--- config.mk ---
export PLATFORM = sky130hd
export DESIGN_NAME = vedic_div_16by8_flat
export DESIGN_NICKNAME = d
export VERILOG_FILES = /design/src/rtl/vedic_div_16by8_pkg.sv /design/src/rtl/vedic_div_16by8_if.sv /design/src/rtl/vedic_div_16by8_step.sv /design/src/rtl/vedic_div_16by8.sv /design/src/flat_wrapper.sv
export SDC_FILE = /design/constraint.sdc
export NUM_CORES = 1
export LEC_CHECK = 0
export ABC_CLOCK_PERIOD_IN_PS = 2750
export CORE_MARGIN = 10
export CORE_UTILIZATION = 52
export DETAILED_ROUTE_END_ITERATION = 12
export PLACE_DENSITY_LB_ADDON = 0.25
export SLEW_MARGIN = 5
export SYNTH_ARGS = -nofsm -noshare
export SYNTH_HDL_FRONTEND = slang
export SYNTH_HIERARCHICAL = 1
export SYNTH_SLANG_ARGS = --single-unit
--- constraint.sdc ---
create_clock -name clk -period 2.75 [get_ports clk]
set_input_delay 0.275 -clock clk [delete_from_list [all_inputs] [get_ports clk]]
set_output_delay 0.275 -clock clk [all_outputs]
set_load 0.01 [all_outputs]
--- src/rtl/vedic_div_16by8_pkg.sv ---
// ---------------------------------------------------------------------------
// vedic_div_16by8_pkg
//  Shared definitions for the 16/8 restoring divider:
//   - VEDIC_W    : default divisor/quotient/remainder width
//   - state_e    : divider FSM state encoding
//   - all_ones() : saturated quotient value returned on div_zero/ovf
// ---------------------------------------------------------------------------
package vedic_div_16by8_pkg;

   localparam int VEDIC_W = 8;

   typedef enum logic [1:0] {
      S_IDLE = 2'd0,
      S_RUN  = 2'd1,
      S_DONE = 2'd2
   } state_e;

   function automatic logic [VEDIC_W-1:0] all_ones();
      return '1;
   endfunction

endpackage

--- src/rtl/vedic_div_16by8_if.sv ---
// ---------------------------------------------------------------------------
// vedic_div_16by8_if
//  Operand/result handshake bundle for the divider.
//   in_valid/in_ready   : operand pair handshake (dividend 2W, divisor W)
//   out_valid/out_ready : result handshake (quotient, remainder, div_zero, ovf)
//  Modports:
//   master : producer/consumer side (testbench or surrounding datapath)
//   slave  : divider side
// ---------------------------------------------------------------------------
interface vedic_div_16by8_if
   import vedic_div_16by8_pkg::*;
#(
   parameter int W = VEDIC_W
);
   logic           in_valid;
   logic           in_ready;
   logic [2*W-1:0] dividend;
   logic [W-1:0]   divisor;
   logic           out_valid;
   logic           out_ready;
   logic [W-1:0]   quotient;
   logic [W-1:0]   remainder;
   logic           div_zero;
   logic           ovf;

   modport master (
      output in_valid, dividend, divisor, out_ready,
      input  in_ready, out_valid, quotient, remainder, div_zero, ovf
   );

   modport slave (
      input  in_valid, dividend, divisor, out_ready,
      output in_ready, out_valid, quotient, remainder, div_zero, ovf
   );
endinterface

--- src/rtl/vedic_div_16by8_step.sv ---
// ---------------------------------------------------------------------------
// vedic_div_step
//  One combinational restoring-division step.
//   p_i      : W-bit partial remainder
//   bit_i    : next dividend bit shifted into the partial remainder
//   divisor_i: W-bit divisor
//   p_o      : new partial remainder
//   qbit_o   : quotient bit produced by this step
// ---------------------------------------------------------------------------
module vedic_div_step
   import vedic_div_16by8_pkg::*;
#(
   parameter int W = VEDIC_W
) (
   input  logic [W-1:0] p_i,
   input  logic         bit_i,
   input  logic [W-1:0] divisor_i,
   output logic [W-1:0] p_o,
   output logic         qbit_o
);
   logic [W:0]   t;
   logic [W-1:0] diff;

   assign t      = {p_i, bit_i};
   assign qbit_o = (t >= {1'b0, divisor_i});
   // When t >= divisor the true difference is < divisor, so it fits in W bits;
   // the W-bit modular subtraction yields exactly those low bits.
   assign diff   = t[W-1:0] - divisor_i;
   assign p_o    = qbit_o ? diff : t[W-1:0];
endmodule

--- src/rtl/vedic_div_16by8.sv ---
// ---------------------------------------------------------------------------
// vedic_div_16by8
//  Sequential radix-2 restoring divider, 2W-bit dividend / W-bit divisor,
//  one quotient bit per clock.
//   clk : rising-edge clock
//   rst : synchronous active-high reset (aborts any operation in flight)
//   bus : slave side of vedic_div_16by8_if
//         in_valid/in_ready/dividend/divisor     operand handshake
//         out_valid/out_ready/quotient/remainder result handshake
//         div_zero/ovf                           result flags
// ---------------------------------------------------------------------------
module vedic_div_16by8
   import vedic_div_16by8_pkg::*;
#(
   parameter int W = VEDIC_W
) (
   input logic              clk,
   input logic              rst,
   vedic_div_16by8_if.slave bus
);
   localparam int CNT_W = $clog2(W);

   state_e           state_q;
   logic [CNT_W-1:0] cnt_q;
   logic [W-1:0]     p_q;       // partial remainder, final remainder in DONE
   logic [W-1:0]     q_q;       // dividend low half shifting out, quotient shifting in
   logic [W-1:0]     div_q;
   logic             dz_q;
   logic             ovf_q;
   logic             in_ready_q;
   logic             out_valid_q;

   logic [W-1:0]     step_p;
   logic             step_qbit;
   logic [W-1:0]     hi;
   logic [W-1:0]     lo;

   assign hi = bus.dividend[2*W-1:W];
   assign lo = bus.dividend[W-1:0];

   vedic_div_step #(.W(W)) u_step (
      .p_i       (p_q),
      .bit_i     (q_q[W-1]),
      .divisor_i (div_q),
      .p_o       (step_p),
      .qbit_o    (step_qbit)
   );

   always_ff @(posedge clk) begin
      if (rst) begin
         state_q     <= S_IDLE;
         cnt_q       <= '0;
         p_q         <= '0;
         q_q         <= '0;
         div_q       <= '0;
         dz_q        <= 1'b0;
         ovf_q       <= 1'b0;
         in_ready_q  <= 1'b1;
         out_valid_q <= 1'b0;
      end else begin
         case (state_q)
            S_IDLE: begin
               if (bus.in_valid) begin
                  div_q      <= bus.divisor;
                  dz_q       <= 1'b0;
                  ovf_q      <= 1'b0;
                  in_ready_q <= 1'b0;
                  if (bus.divisor == '0) begin
                     dz_q        <= 1'b1;
                     q_q         <= all_ones();
                     p_q         <= lo;
                     out_valid_q <= 1'b1;
                     state_q     <= S_DONE;
                  end else if (hi >= bus.divisor) begin
                     // Quotient would need more than W bits; this pre-check
                     // also keeps the W-bit partial remainder from overflowing.
                     ovf_q       <= 1'b1;
                     q_q         <= all_ones();
                     p_q         <= lo;
                     out_valid_q <= 1'b1;
                     state_q     <= S_DONE;
                  end else begin
                     cnt_q   <= CNT_W'(W-1);
                     p_q     <= hi;
                     q_q     <= lo;
                     state_q <= S_RUN;
                  end
               end
            end
            S_RUN: begin
               p_q <= step_p;
               q_q <= {q_q[W-2:0], step_qbit};
               if (cnt_q == '0) begin
                  out_valid_q <= 1'b1;
                  state_q     <= S_DONE;
               end else begin
                  cnt_q <= cnt_q - 1'b1;
               end
            end
            S_DONE: begin
               if (bus.out_ready) begin
                  out_valid_q <= 1'b0;
                  in_ready_q  <= 1'b1;
                  state_q     <= S_IDLE;
               end
            end
            default: begin
               out_valid_q <= 1'b0;
               in_ready_q  <= 1'b1;
               state_q     <= S_IDLE;
            end
         endcase
      end
   end

   assign bus.in_ready  = in_ready_q;
   assign bus.out_valid = out_valid_q;
   assign bus.quotient  = q_q;
   assign bus.remainder = p_q;
   assign bus.div_zero  = dz_q;
   assign bus.ovf       = ovf_q;
endmodule
--- src/flat_wrapper.sv ---
// flat-port wrapper written by rule: the top's interface ports become plain ports
module vedic_div_16by8_flat import vedic_div_16by8_pkg::*;
#(
   parameter int W = VEDIC_W
)
  (clk, rst, bus_in_valid, bus_dividend, bus_divisor, bus_out_ready, bus_in_ready, bus_out_valid, bus_quotient, bus_remainder, bus_div_zero, bus_ovf);
  vedic_div_16by8_if #(.W(W)) bus_i ();
  input logic clk;
  input logic rst;
  input wire logic [$bits(bus_i.in_valid)-1:0] bus_in_valid;
  input wire logic [$bits(bus_i.dividend)-1:0] bus_dividend;
  input wire logic [$bits(bus_i.divisor)-1:0] bus_divisor;
  input wire logic [$bits(bus_i.out_ready)-1:0] bus_out_ready;
  output wire logic [$bits(bus_i.in_ready)-1:0] bus_in_ready;
  output wire logic [$bits(bus_i.out_valid)-1:0] bus_out_valid;
  output wire logic [$bits(bus_i.quotient)-1:0] bus_quotient;
  output wire logic [$bits(bus_i.remainder)-1:0] bus_remainder;
  output wire logic [$bits(bus_i.div_zero)-1:0] bus_div_zero;
  output wire logic [$bits(bus_i.ovf)-1:0] bus_ovf;
  assign bus_i.in_valid = bus_in_valid;
  assign bus_i.dividend = bus_dividend;
  assign bus_i.divisor = bus_divisor;
  assign bus_i.out_ready = bus_out_ready;
  assign bus_in_ready = bus_i.in_ready;
  assign bus_out_valid = bus_i.out_valid;
  assign bus_quotient = bus_i.quotient;
  assign bus_remainder = bus_i.remainder;
  assign bus_div_zero = bus_i.div_zero;
  assign bus_ovf = bus_i.ovf;
  vedic_div_16by8 #(.W(W)) u_core (.clk(clk), .rst(rst), .bus(bus_i));
endmodule
== After elaboration in Yosys (flattened, before gate mapping) ==
Index checks and enable logic that the tools add are counted.
Word-level totals
  output and inout bits: 20
  register bits: 33
  input bits: 28
  word-level logic and storage cells: 65
Cells by class
  equality and inequality tests: 9
  mux-type cells: 32
  magnitude comparators: 2
  reduce and logical (&&, ||, !) cells: 10
  $add $sub $neg: 2
  bitwise operators: 1
Operators by type and width (number)
  $mux 8: 7
  $pmux 8 s2: 2
  $mux 3: 4
  $mux 1: 10
  $mux 2: 5
  $ne 2x2->1 const B: 5
  $ge 9x8->1: 1
  $ge 8x8->1: 1
  $logic_not 8->1: 1
  $sub 8x8->8: 1
  $pmux 1 s3: 2
  $pmux 2 s3: 1
  $pmux 3 s2: 1
  $reduce_and 3->1: 2
  $reduce_and 5->1: 1
  $reduce_and 2->1: 2
  $reduce_and 4->1: 1
  $logic_not 3->1: 1
  $ne 3x1->1 const B: 1
  $sub 3x1->3 const B: 1
  $eq 2x1->1 const B: 1
  $eq 2x2->1 const B: 1
  $logic_not 2->1: 1
  $ne 2x1->1 const B: 1
  other kinds (2): 2

== Depth between registers and ports, before layout ==
  depth in word-level cells: 5
  depth in mapped cells: 11

== Modules after synthesis ==
The synthesis kept the hierarchy.
Modules (own cells, without submodules)
  vedic_div_16by8: instances 1, area each 1835.5 sq um, cells each 236, seq. area each 660.6 sq um
  vedic_div_step: instances 1, area each 520.5 sq um, cells each 69, seq. area each 0.0 sq um

== Least setup slack after synthesis ==
OpenSTA, ideal clock, no wires.
  path type: flip-flop to flip-flop
  start point: register u_core.q_q[7], in the netlist u_core/bus.quotient[7]
  end point: register u_core.p_q[6], in the netlist u_core/bus.remainder[6]
  slack: 456 ps
  data required time: 2626 ps
  data arrival time: 2170 ps
  cell stages (with the launch flop): 12
  cell sequence: dfxtp_1 > inv_1 > ha_1 > fa_1 > nor2b_1 > o31a_1 > nor4_1 > a311o_1 > mux2_2 > nand2_1 > a31o_2 > a31oi_1
On the way
  longest elaborated chain between the ends: 3
  elaborated cells between the ends (all ways): 4
  those cells by class: 1 x add/sub; 1 x order compare; 2 x mux
RTL lines
  from (decl): line vedic_div_16by8.sv:26  | logic [W-1:0] q_q;
  from (signal assigned): line vedic_div_16by8.sv:70  | q_q <= all_ones();
  from (signal assigned): line vedic_div_16by8.sv:78  | q_q <= all_ones();
  from (signal assigned): line vedic_div_16by8.sv:85  | q_q <= lo;
  $sub 8x8->8 / $ge 9x8->1 (equally long branches): line vedic_div_16by8_step.sv:28, vedic_div_16by8_step.sv:25
  $mux 8 *: line vedic_div_16by8_step.sv:29  | assign p_o = qbit_o ? diff : t[W-1:0];
  net u_core.step_p[6]: line vedic_div_16by8.sv:33  | logic [W-1:0] step_p;
  $pmux 8 s2 *: line vedic_div_16by8.sv:61  | case (state_q)
  to (signal assigned): line vedic_div_16by8.sv:71  | p_q <= lo;
  to (signal assigned): line vedic_div_16by8.sv:79  | p_q <= lo;
  to (signal assigned): line vedic_div_16by8.sv:84  | p_q <= hi;
  to (decl): line vedic_div_16by8.sv:25  | logic [W-1:0] p_q;
Mark *: on every way through the listed nets, which the timed path passes. The rest lies on a longest branch.
A chain may end at the register's enable or synchronous reset.

== Final worst setup path ==
Same ends and word-level chain as after synthesis.

==> flow_metrics.py <==
metrics = {
    "run_status": {
        "status": "completed",
    },
    "clock_network": {
        "ctsHoldBuffers": 0,
        "cts.clk_slew.worst_paths_ns": 0.07,
        "cts_buffer_depth": 2,
        "cts_buffers": 5,
        "insertion_delay_ns": 0.29,
        "cts_tree": "built",
        "clockRootBuffer": "clkbuf_8",
        "post_cts_resize_count": 0,
        "clock_sinks": 33,
        "cts-htree-levels": 2,
        "postCtsSetupBuffers": 0,
    },
    "placed_design": {
        "placed_area_mm2": 0.00283,
        "dpl.hpwl_um": 4740,
        "dp_slack_ns": 0.0485,
        "port_buffers": 47,
        "gp_congestion": 0.898,
        "placedCellCount": 388,
    },
    "floorplan": {
        "initial_core_util_pct": 53.7,
        "die-area_mm2": 0.00762,
        "std_cell_rows": 24,
        "design.portCount": 48,
        "die_w_um": 87.3,
        "fp.dieH_um": 87.3,
        "core_mm2": 0.00438,
    },
    "drt": {
        "antenna_left": 0,
        "wl_met2_um": 2850,
        "dr.pass1.iters": 5,
        "dr_wl_met3_um": 534,
        "routed_wl_um": 6160,
        "drc": 0,
        "viasPerCell": 5.90,
        "top_layer": "met4",
        "met1_length_um": 2720,
        "num_vias": 2338,
        "wl_per_cell_um": 15.6,
        "drtIter0Drc": 194,
    },
    "logic_synthesis": {
        "synth.avg_cell_area_um2": 7.72,
        "ys_async_sr_fraction_pct": 0,
        "synth.ff_latch_count": 33,
        "netlist_area_mm2": 0.00236,
        "ys_top_cells_by_area": "dfxtp_1, ha_1, nand2_1",
        "synth_edf_count": 0,
        "yosysTopAreaCellShare_pct": 28.0,
        "synth_cells": 305,
        "yosys.area.top_type": "dfxtp_1",
        "yosys_warnings": 6,
        "synth.net_count": 352,
        "yosys.cell_types.count": 48,
        "synthFlopType": "dfxtp_1",
        "synth_seq_area_share_pct": 28.0,
    },
    "grt": {
        "grtUsageTotal_pct": 15.9,
        "grt-ovfl-total": 0,
        "grt_pass1_wl_um": 10100,
        "antenna_found_initial": 0,
        "grt_max_degree": 27,
        "grt_pass1_vias": 2186,
    },
    "job": {
        "maxCapViolCount": 0,
    },
    "layout": {
        "final_cell_area_mm2": 0.00292,
        "fin_cells": 396,
        "finalNetCount": 390,
        "multi_input_area_mm2": 0.00150,
        "syn_to_final_growth_pct": 23.7,
        "drive_gt1_share_pct": 10.8,
        "fillCellCount": 416,
        "seq_area_um2": 661,
        "antenna_cells": 0,
    },
    "min_path": {
        "hold_class": "flip-flop to flip-flop",
    },
    "setup_path": {
        "crit_type": "flip-flop to flip-flop",
        "end_kind": "flip-flop",
        "worstPathMaxFanout": 3,
        "cp_slowest_stage_delay_ns": 0.41,
        "worst_ep_required_time_ns": 2.92,
        "crit_path_cell_trace": "inv_1 > ha_1 > fa_1 > nor2b_1 > o31a_1 > nor4_1 > a311o_1 > mux2_2 > nand2_1 > a31o_2 > a31oi_1",
        "crit_slowest_cell": "fa_1",
        "crit_path_start_kind": "flip-flop",
        "critical_path_arrival_ns": 2.63,
    },
    "timing": {
        "slew_headroom_pct": 21.2,
        "max_freq_mhz": 406,
        "rsz0062_at_grt": "no",
        "skew_ns": 0.00619,
        "tightest_slew_ns": 1.17,
        "setup_slack_ns": 0.289,
        "slew_viol_final": 0,
        "hold_viol": 0,
        "fin_crit_sh_pct": 89.5,
        "fin_hold_ws_ns": 0.460,
        "setup_tns_ns": 0,
        "min_period_ns": 2.46,
        "setup_viol": 0,
    },
    "pwr": {
        "leakagePower_nw": 1.13,
        "powerDensity_mw_per_mm2": 596,
        "peakVddDrop_uv": 293,
    },
}
worst paths after layout:
path,from,end,slack (ns),cells after the start
max,u_core/bus.quotient[7],u_core/bus.remainder[6],0.29,11
min,u_core/div_q[4],u_core/div_q[4],0.46,2
min reg2reg,u_core/div_q[4],u_core/div_q[4],0.46,2
max reg2reg,u_core/bus.quotient[7],u_core/bus.remainder[6],0.29,11
cells in the mapped netlist (3+ instances only):
master     n
nand2_1   48
dfxtp_1   33
a21oi_1   25
inv_1     24
nand3_1   20
a31oi_1   18
ha_1      18
clkbuf_1  11
o21ai_1    9
a31o_2     8
buf_2      8
o31ai_1    8
nor2_1     7
a21o_1     5
mux2_2     5
nor2b_1    5
o21ai_0    5
nor3_1     4
a21oi_2    3
nand2b_1   3
nor4_1     3
critical path: cells and delay by family, from the launching register on:
family,cells,cell delay [ns]
AO/OA/AOI/OAI,4,0.71
adder cells (fa/ha/maj),2,0.65
flip-flops,1,0.37
AND/OR/NAND/NOR,3,0.27
multiplexers,1,0.27
buffers and inverters,1,0.08
report_power, final:
| group | total (W) | switching, W | internal (W) | leakage (nW) |
|---|---|---|---|---|
| Clock | 0.000360 | 0.000185 | 0.000175 | 0.0439 |
| Sequential | 0.000591 | 0.0000541 | 0.000537 | 0.272 |
| Combinational | 0.000786 | 0.000402 | 0.000384 | 0.813 |
| Total | 0.00174 | 0.000641 | 0.00110 | 1.13 |
state kept, by name (all words and copies together), names as in the netlist:
name,flops
u_core/bus.div_zero,1
u_core/bus.in_ready,1
u_core/bus.out_valid,1
u_core/bus.ovf,1
u_core/bus.quotient,8
u_core/bus.remainder,8
u_core/cnt_q,3
u_core/div_q,8
u_core/state_q,2
kinds of logic (layout without fill, tap and decap cells):
kind of cell               after synthesis  after routing  synth area share (%)
and+or+nand+nor                        100            100                  20.1
buffers and inverters                   46             85                  8.39
AOI/OAI and AO/OA                       97             97                  28.7
xor gates and xnor gates                 3              3                  1.12
muxes                                    7              7                  3.24
DFF                                     33             33                  28.0
adders and majority gates               19             19                  10.4
through the flow:
stage / power, W / util, %
5_1_grt: 0.00185 / 66.5
4_1_cts: 0.00174 / 66.5
6_report: 0.00174 / 66.5
2_1_floorplan: 0.00116 / -
3_3_place_gp: 0.00137 / 64.5
3_5_place_dp: 0.00138 / 64.5
placed cells by master, fill, tap and decap left out, types with 2 or more instances in the layout:
| cell type | n |
|---|---|
| o21ai_1 | 9 |
| ha_1 | 18 |
| or3_1 | 2 |
| nand2b_1 | 3 |
| a21oi_1 | 25 |
| o21a_1 | 2 |
| a211oi_1 | 2 |
| clkdlybuf4s50_1 | 47 |
| nor4_1 | 3 |
| mux2_2 | 5 |
| a31oi_1 | 18 |
| nor2b_1 | 5 |
| inv_1 | 24 |
| mux2i_1 | 2 |
| nor3_1 | 4 |
| clkinv_2 | 2 |
| and2_1 | 2 |
| dfxtp_1 | 33 |
| nand2_1 | 48 |
| a31o_2 | 8 |
| a221oi_2 | 2 |
| nand3_1 | 20 |
| a21o_1 | 5 |
| clkbuf_8 | 5 |
| a21oi_2 | 3 |
| xnor2_1 | 2 |
| o21ai_0 | 5 |
| nor2_1 | 7 |
| o31ai_1 | 8 |
| buf_4 | 6 |
per-layer routing:
layer	vias to the layer above	global-route usage [%]
met5	-	0
met4	0	3.91
met3	9	5.24
met2	84	25.5
met1	1076	19.9
li1	1169	-
area by class of cell:
class,instances,share of cell area (%)
Clock inverter,3,0.601
Sequential cell,33,22.7
Timing Repair Buffer,53,17.7
Inverter,24,3.09
Tap cell,52,2.23
Clock buffer,5,2.36
Multi-Input combinational cell,226,51.4
Note: power is estimated with default switching activity, not from simulation.
